### src/rtl/signal_qualify_filter_pkg.sv
// Shared state encoding and default widths for the signal qualification filter.
package signal_qualify_pkg;

    localparam int unsigned DEFAULT_COUNT_BW  = 10;
    localparam int unsigned DEFAULT_GLITCH_BW = 8;

    typedef enum logic [1:0] {
        STABLE_LOW  = 2'b00,
        QUAL_HIGH   = 2'b01,
        STABLE_HIGH = 2'b11,
        QUAL_LOW    = 2'b10
    } qual_state_t;

endpackage

### src/rtl/signal_qualify_filter_sat_counter.sv
// Saturating up-counter with synchronous clear; clear wins over increment.
module sat_counter #(
    parameter int unsigned WIDTH = 8
) (
    input  logic             clock,
    input  logic             reset_n,
    input  logic             inc,
    input  logic             clr,
    output logic [WIDTH-1:0] count
);

    always_ff @(posedge clock or negedge reset_n) begin
        if (!reset_n) begin
            count <= '0;
        end else if (clr) begin
            count <= '0;
        end else if (inc && (count != '1)) begin
            count <= count + WIDTH'(1);
        end
    end

endmodule

### src/rtl/signal_qualify_filter.sv
// Glitch filter: a new input level is propagated only after N consecutive samples.
module signal_qualify_filter
    import signal_qualify_pkg::*;
#(
    parameter int unsigned COUNT_BW  = DEFAULT_COUNT_BW,
    parameter int unsigned GLITCH_BW = DEFAULT_GLITCH_BW
) (
    input  logic                 clock,
    input  logic                 reset_n,
    input  logic                 signal_in,
    input  logic [COUNT_BW-1:0]  cfg_qual_count,
    input  logic                 glitch_clear,
    output logic                 signal_out,
    output logic                 rise_pulse,
    output logic                 fall_pulse,
    output logic [GLITCH_BW-1:0] glitch_count
);

    qual_state_t         state_q, state_d;
    logic [COUNT_BW-1:0] count_q, count_d;
    logic [COUNT_BW-1:0] n_eff, n_last;
    logic                level_q, level_d;
    logic                bypass, single, glitch_inc;

    // Bypass keeps the FSM tracking as N=1 so leaving bypass causes no strobe.
    assign bypass = (cfg_qual_count == '0);
    assign n_eff  = bypass ? COUNT_BW'(1) : cfg_qual_count;
    assign n_last = n_eff - COUNT_BW'(1);
    assign single = (n_eff == COUNT_BW'(1));

    always_comb begin
        state_d    = state_q;
        count_d    = count_q;
        level_d    = level_q;
        glitch_inc = 1'b0;
        case (state_q)
            STABLE_LOW: begin
                if (signal_in) begin
                    if (single) begin
                        level_d = 1'b1;
                        state_d = STABLE_HIGH;
                        count_d = '0;
                    end else begin
                        count_d = COUNT_BW'(1);
                        state_d = QUAL_HIGH;
                    end
                end
            end
            QUAL_HIGH: begin
                if (!signal_in) begin
                    state_d    = STABLE_LOW;
                    count_d    = '0;
                    glitch_inc = 1'b1;
                end else if (count_q >= n_last) begin
                    level_d = 1'b1;
                    state_d = STABLE_HIGH;
                    count_d = '0;
                end else begin
                    count_d = count_q + COUNT_BW'(1);
                end
            end
            STABLE_HIGH: begin
                if (!signal_in) begin
                    if (single) begin
                        level_d = 1'b0;
                        state_d = STABLE_LOW;
                        count_d = '0;
                    end else begin
                        count_d = COUNT_BW'(1);
                        state_d = QUAL_LOW;
                    end
                end
            end
            QUAL_LOW: begin
                if (signal_in) begin
                    state_d    = STABLE_HIGH;
                    count_d    = '0;
                    glitch_inc = 1'b1;
                end else if (count_q >= n_last) begin
                    level_d = 1'b0;
                    state_d = STABLE_LOW;
                    count_d = '0;
                end else begin
                    count_d = count_q + COUNT_BW'(1);
                end
            end
            default: begin
                state_d = STABLE_LOW;
                count_d = '0;
                level_d = 1'b0;
            end
        endcase
    end

    always_ff @(posedge clock or negedge reset_n) begin
        if (!reset_n) begin
            state_q    <= STABLE_LOW;
            count_q    <= '0;
            level_q    <= 1'b0;
            rise_pulse <= 1'b0;
            fall_pulse <= 1'b0;
        end else begin
            state_q    <= state_d;
            count_q    <= count_d;
            level_q    <= level_d;
            rise_pulse <= level_d & ~level_q;
            fall_pulse <= ~level_d & level_q;
        end
    end

    assign signal_out = bypass ? signal_in : level_q;

    sat_counter #(
        .WIDTH (GLITCH_BW)
    ) u_glitch_counter (
        .clock   (clock),
        .reset_n (reset_n),
        .inc     (glitch_inc),
        .clr     (glitch_clear),
        .count   (glitch_count)
    );

endmodule

### config.mk
export PLATFORM = sky130hd
export DESIGN_NAME = signal_qualify_filter
export DESIGN_NICKNAME = d
export VERILOG_FILES = /design/src/rtl/signal_qualify_filter_pkg.sv /design/src/rtl/signal_qualify_filter_sat_counter.sv /design/src/rtl/signal_qualify_filter.sv
export SDC_FILE = /design/constraint.sdc
export NUM_CORES = 1
export LEC_CHECK = 0
export CAP_MARGIN = 0
export CORE_UTILIZATION = 44
export DETAILED_ROUTE_END_ITERATION = 10
export GPL_TIMING_DRIVEN = 0
export MAX_ROUTING_LAYER = met4
export PLACE_DENSITY = 0.67
export SYNTH_ARGS = -nofsm -noshare
export SYNTH_HDL_FRONTEND = slang
export SYNTH_SLANG_ARGS = --single-unit
### constraint.sdc
create_clock -name clock -period 2.1 [get_ports clock]
set_input_delay 0.42 -clock clock [delete_from_list [all_inputs] [get_ports clock]]
set_output_delay 0.42 -clock clock [all_outputs]
set_load 0.05 [all_outputs]
==> results.md, run 1 <==
- Status: finished, violations left
- Failing checks: negative setup slack
- Worst R2R Path Depth: 4
- RSZ-0062 raised after global routing: yes
- Vias after detailed routing: 1,589
- DP Wirelength: 2.94 mm
- Io pins: 25
- Layout cell share with drive strength beyond 1: 24.8%
- Worst slew pin tran: 1050 ps
- Post-synthesis sequential area ratio: 32.6%
- Largest area contributor in the netlist: dfrtp_1
- #FFs+latches synth: 23
- Fmax: around 370 MHz
- Clock root buffer: clkbuf_8
- Initial core utilization: a little under half
- Clock Latency Late Sink: 260 ps
- Crit path required time: 2270 ps
- Setup CP Type: in -> reg
- Die Span X: 65.3 microns
- CORE AREA: 3740 sq um
- Synth Area per Inst: 8.96 sq um
- Row count: 22
- Worst Hold Slack: 486 ps
- Post-Layout Cell Count: 290
- Dominant cells by area after synthesis: dfrtp_1 33%, ha_1 13%, xnor2_1 5.5%
- CP max FO: 5
- Crit. End Element: flip-flop
- Crit path DAT: 2910 ps
- Chip height: about 65 microns
- Final setup fails: 16
- Routability cong.: ~0.87
- Ys Warns: 0
- Post-synth top flop: dfrtp_1
- Commonest non-fill, non-tap cell in the layout: dfrtp_1
- Detailed-route wire length per cell: 14.3 microns
- Initial antenna violation count: 0
- DR iter-0 viols: 49
- Routed wire length: ~4.1 mm
- First-pass GRT wire length: roughly 7 mm
- Total clock sinks: 23
- CTS Buf Count: 3
- Max transition margin: 28.2%
- Vias per cell: approximately 5.5
- FFs w/ async S/R, synth: 100%
- Post-CTS Hold Fix Bufs: 0
- Post-synth EDFFs: 0
- Global route overflow: 0
- Hold Path Class: reg -> reg
- Area share of the largest cell type after synthesis: 32.6%
- PD cells: 761 nW/um^2
- Buffers on Ports: 23
- Number of global-route vias before repair: roughly 1,500
- Leak pwr: 0.997 nW
- Reg-to-reg startpoint: state_q[0]
- Number of distinct library cells after synthesis: 40
- Cell count after synthesis: 197
- Syn nets: 230
- Die ar.: between 4000 and 5000 sq um
- Layout Nets: 276
- Max Cap Viol: 0
- Router iterations before antenna repair: 4
- WHS Endpoint: rise_pulse
- Setup WS post-layout: -638 ps
- CTS Buffer Depth: 2
- H-tree levels: 1
- Max rail drop VDD: approximately 570 uV
- Final Skew: 1.27 ps
- Reg-to-reg setup timing slack: 50 ps
- CTS tree: done
- Most frequent cells in the layout: 23 x dfrtp_1, 19 x buf_4, 18 x nand2_1, 18 x ha_1
- Dpl cells: approximately 270
- Fin crit share: 130%
- Worst hold path depth: 1
- Largest net degree at the start of global routing: 24
- Area grow syn2layout: 32.0%
- Antenna viol nets, final: 0
- Hold path start: level_q
- Reg-to-reg endpoint: count_q[3]
- Pins Over Slew Limit: 0
- Detailed-route DRC error count: 0
- Syn Std Cell Area: 1760 sq um
- Final Hold Fails: 0
- Total track usage: 21.9%
- Reg clk slew, reported paths: ~70 ps
- N_diodes: 0
- Crit start category: primary input
- Period minus WS final: 2740 ps
## worst max-delay path, stage by stage
cell,delay (ps)
buf_8,100
nor4_4,300
and2_4,200
a21o_1,130
inv_2,60
ha_4,170
nand2_2,60
xor2_1,160
ha_1,270
o21a_1,180
a21oi_2,150
o41a_1,210
buf_6,150
nand4_1,120
o22ai_1,230
## final cells by class
type / count / area [sq um]
clock buffers: 3 / 41.3
well taps: 48 / 60.1
clock inverters: 1 / 5.00
fillers: 328 / 1420
inverters: 13 / 48.8
repair buffers: 42 / 363
multi-input cells: 157 / 1210
flip-flops and latches: 23 / 576
plain buffers: 3 / 22.5
## per-stage QoR
step                cell area, sq um  power, mW  util (%)  worst slack [ps]  TNS (ps)
detailed placement              2090       1.43      55.7             -1540    -22900
finish                          2330       1.77      62.2              -638     -9060
CTS                             2270       1.77      60.7              -630     -8740
floorplan                       1800       1.19         -              -641     -8430
global placement                2090       1.38      55.7             -1450    -21750
global route                    2330       1.93      62.2              -836    -11890
## how the worst max path moves through the flow
stage,slack (ps),cells past startpoint,to,from
detailed placement,-1540,15,state_q[0],cfg_qual_count[2]
global route,-840,15,state_q[0],cfg_qual_count[7]
finish,-640,15,count_q[3],cfg_qual_count[7]
global placement,-1450,15,state_q[1],cfg_qual_count[2]
floorplan,-640,13,state_q[0],cfg_qual_count[2]
CTS,-630,15,state_q[0],cfg_qual_count[8]
## metal layers
layer | vias up | global-route usage [%] | routed length, microns
met4 | 0 | 5.16 | 70
met2 | 24 | 38.4 | 2160
li1 | 794 | - | -
met1 | 763 | 26.3 | 1810
met5 | - | - | 0
met3 | 8 | 3.13 | 97
## where the power goes
group | switching (mW) | internal [mW] | total (mW)
combinational | 0.563 | 0.385 | 0.948
sequential | 0.0613 | 0.500 | 0.561
clock | 0.130 | 0.132 | 0.262
total | 0.754 | 1.02 | 1.77
## kinds of logic (layout without fill, tap and decap cells)
family	Yosys count	in the layout	synth area share, %
AOI/OAI and AO/OA	38	38	13.7
muxes	7	7	4.40
and+or+nand+nor	76	76	23.1
xor gates and xnor gates	17	17	8.44
DFF	23	23	32.6
buffers and inverters	17	62	4.26
adders and majority gates	19	19	13.5
## synth_stat cells, drive strengths merged (2+ instances only)
cell type and n:
nand3 10, dfrtp 23, a211o 2, xnor2 11, nor4 5, nor2 13
o22ai 2, nand2b 3, nor3 11, a41oi 3, xor2 6, mux2 3
a21o 2, o21ai 6, buf 3, nand4 5, or3 3, a21oi 16
and2 3, a31oi 2, inv 13, ha 19, mux2i 4, nand2 19
## state kept, by name (all words and copies together) (netlist names)
name / cells
count_q: 10
u_glitch_counter.count: 8
state_q: 2
fall_pulse: 1
level_q: 1
rise_pulse: 1
## what timing repair did
| action | CTS | global route |
|---|---|---|
| setup buffers | 14 | 4 |
| endpoints found under the setup margin | 16 | 16 |
| pin swaps | 17 | 9 |
| gates cloned | 1 | 0 |
| resized for setup | 60 | 8 |
(Power assumes the default switching activity.)
==> inputs of run 2 (changes only) <==
--- a/config.mk
+++ b/config.mk
@@ -10,7 +10,7 @@
 export DETAILED_ROUTE_END_ITERATION = 10
 export GPL_TIMING_DRIVEN = 0
 export MAX_ROUTING_LAYER = met4
-export PLACE_DENSITY = 0.67
+export PLACE_DENSITY = 0.64
 export SYNTH_ARGS = -nofsm -noshare
 export SYNTH_HDL_FRONTEND = slang
 export SYNTH_SLANG_ARGS = --single-unit
==> run 2 against run 1 <==
Effect of this change:
- the flow still finishes with violations (negative setup slack)
- critical path depth fell by 5
- first-iteration DRC count is 4.1% lower
- count of clock-buffer cells in the layout increased by 1
- global-route usage rose by 1.7 points
==> results.md, run 2 (synthesis gave the netlist of run 1 again) <==
- Status: finished, violations left
- Failing checks: negative setup slack
- Buffers on Ports: 23
- Worst slew pin tran: roughly 1100 ps
- Global route overflow: 0
- Clock Latency Late Sink: 260 ps
- FILL cells: ~340
- CTS Buf Count: 3
- Tot Pwr: roughly 1.8 mW
- Routed wire length: around 4.5 mm
- Die ar.: 4270 sq um
- PD cells: between 700 and 800 nW/um^2
- CTS tree: done
- DP Wirelength: 3.05 mm
- Max transition margin: 27.9%
- Pins Over Slew Limit: 0
- Total track usage: 23.5%
- Max FFs per register: 10
- Antenna viol nets, final: 0
- Power share of the clock group: 15.1%
- N_diodes: 0
- Crit path required time: 2300 ps
- Fin crit share: 136%
- Final setup fails: 16
- Detailed-route DRC error count: 0
- Period minus WS final: approximately 2900 ps
- Vias per cell: 5.69
- Commonest non-fill, non-tap cell in the layout: dfrtp_1
- Final Skew: about 4.8 ps
- DP Area: 2090 sq um
- Seq pwr share: 30.8%
- Leak pwr: 1.01 nW
- Total clock sinks: 23
- Largest net degree at the start of global routing: 24
- Number of global-route vias before repair: 1,698
- Io pins: 25
- Top reg by flops: count_q
- Initial core utilization: 47.1%
- Hold Path Class: in -> reg
- Post-place setup slack: -1610 ps
- Int Power: 1.04 mW
- RSZ-0062 raised after global routing: yes
- Crit start category: primary input
- Initial antenna violation count: 0
- DR iter-0 viols: 47
- Max Cap Viol: 0
- Detailed-route wire length per cell: approximately 16 microns
- Post-CTS Hold Fix Bufs: 0
- Comb power frac: 54.1%
- Area grow syn2layout: 34.3%
- Switch Pwr: 781 uW
- Max rail drop VDD: 652 uV
- Setup TNS: -9930 ps
- First-pass GRT wire length: about 7.6 mm
- Top flop regs: count_q (10), u_glitch_counter.count (8), state_q (2)
- Router iterations before antenna repair: 5
- Die Span X: approximately 65 microns
- CORE AREA: approximately 3700 sq um
- Most frequent cells in the layout: 23 x dfrtp_1, 19 x buf_4, 18 x nand2_1, 18 x ha_1
- Worst Hold Slack: approximately 500 ps
- Layout Nets: between 200 and 300
- CTS Buffer Depth: 2
- Crit path DAT: 3050 ps
- CP max FO: 6
- Chip height: 65.3 microns
- Reg clk slew, reported paths: approximately 80 ps
- Crit. End Element: flip-flop
- Layout cell share with drive strength beyond 1: approximately 25%
- Setup CP Type: in -> reg
- Sw Share: 42.8%
- Final Hold Fails: 0
- H-tree levels: 1
- Vias after detailed routing: 1,645
- Clock root buffer: clkbuf_8
- Row count: 22
- Routability cong.: 0.846
- Design Area, Final: 2370 sq um
- Fmax: 351 MHz
- Setup WS post-layout: -753 ps
==> run 2: cell types whose count changed in the layout (fill, tap and decap cells not counted), moves of 2 or more <==
cell,previous run,this run
a21oi_1,9,12
a21oi_2,7,4
nor4_1,2,0
buf_2,5,3
nor4_2,0,2
==> run 2: metrics by stage <==
step | cells | util [%]
after floorplan | 197 | -
after global placement | 268 | 55.7
after detailed placement | 268 | 55.7
after CTS | 285 | 60.3
after global routing | 289 | 63.3
final | 289 | 63.3
==> run 2: worst paths after layout <==
kind / from / to / slack, ps / depth (start not counted)
setup / recovery: cfg_qual_count[0] / rise_pulse / -750 / 10
hold / removal: glitch_clear / u_glitch_counter.count[2] / 500 / 2
setup reg to reg: state_q[0] / count_q[2] / 20 / 7
hold reg to reg: level_q / rise_pulse / 500 / 1
max in group asynchronous: reset_n / count_q[6] / 720 / 1
min in group asynchronous: reset_n / level_q / 730 / 1
==> run 2: final cells by class <==
type | count | area (sq um) | share of cell area, %
multi-input combinational | 157 | 1250 | 52.7
sequential | 23 | 576 | 24.3
clock buffer | 4 | 45.0 | 1.90
timing repair buffer | 41 | 369 | 15.6
inverter | 13 | 48.8 | 2.06
buffer | 3 | 22.5 | 0.950
tap | 48 | 60.1 | 2.53
==> run 2: power by group through the flow <==
stage	combinational, mW	clock (mW)	sequential [mW]
floorplan	0.586	0	0.600
global placement	0.810	0	0.567
detailed placement	0.847	0	0.570
CTS	0.868	0.288	0.561
global route	1.08	0.306	0.572
finish	0.986	0.275	0.562
==> run 2: worst max-delay path, stage by stage <==
cell and delay (ps):
dlygate4sd2_1 310, or4_1 550, nor3_2 140, a21oi_1 80
ha_1 300, nand4_1 140, o41a_1 490, buf_6 150
a211o_1 330, a21oi_2 140
==> run 2: timing repair <==
action / in CTS / in global routing
setup endpoints to repair: 16 / 16
endpoints found under the hold margin: 0 / 0
resized for setup: 62 / 18
pin swaps: 14 / 12
gates cloned: 1 / 0
buffers inserted: 13 / 5
==> run 2: layer usage <==
layer	vias to the layer above	routed length, microns	global-route usage [%]
met5	-	0	-
met4	0	45	7.61
met3	4	152	2.60
met2	41	2350	41.8
met1	809	1990	27.7
li1	791	-	-
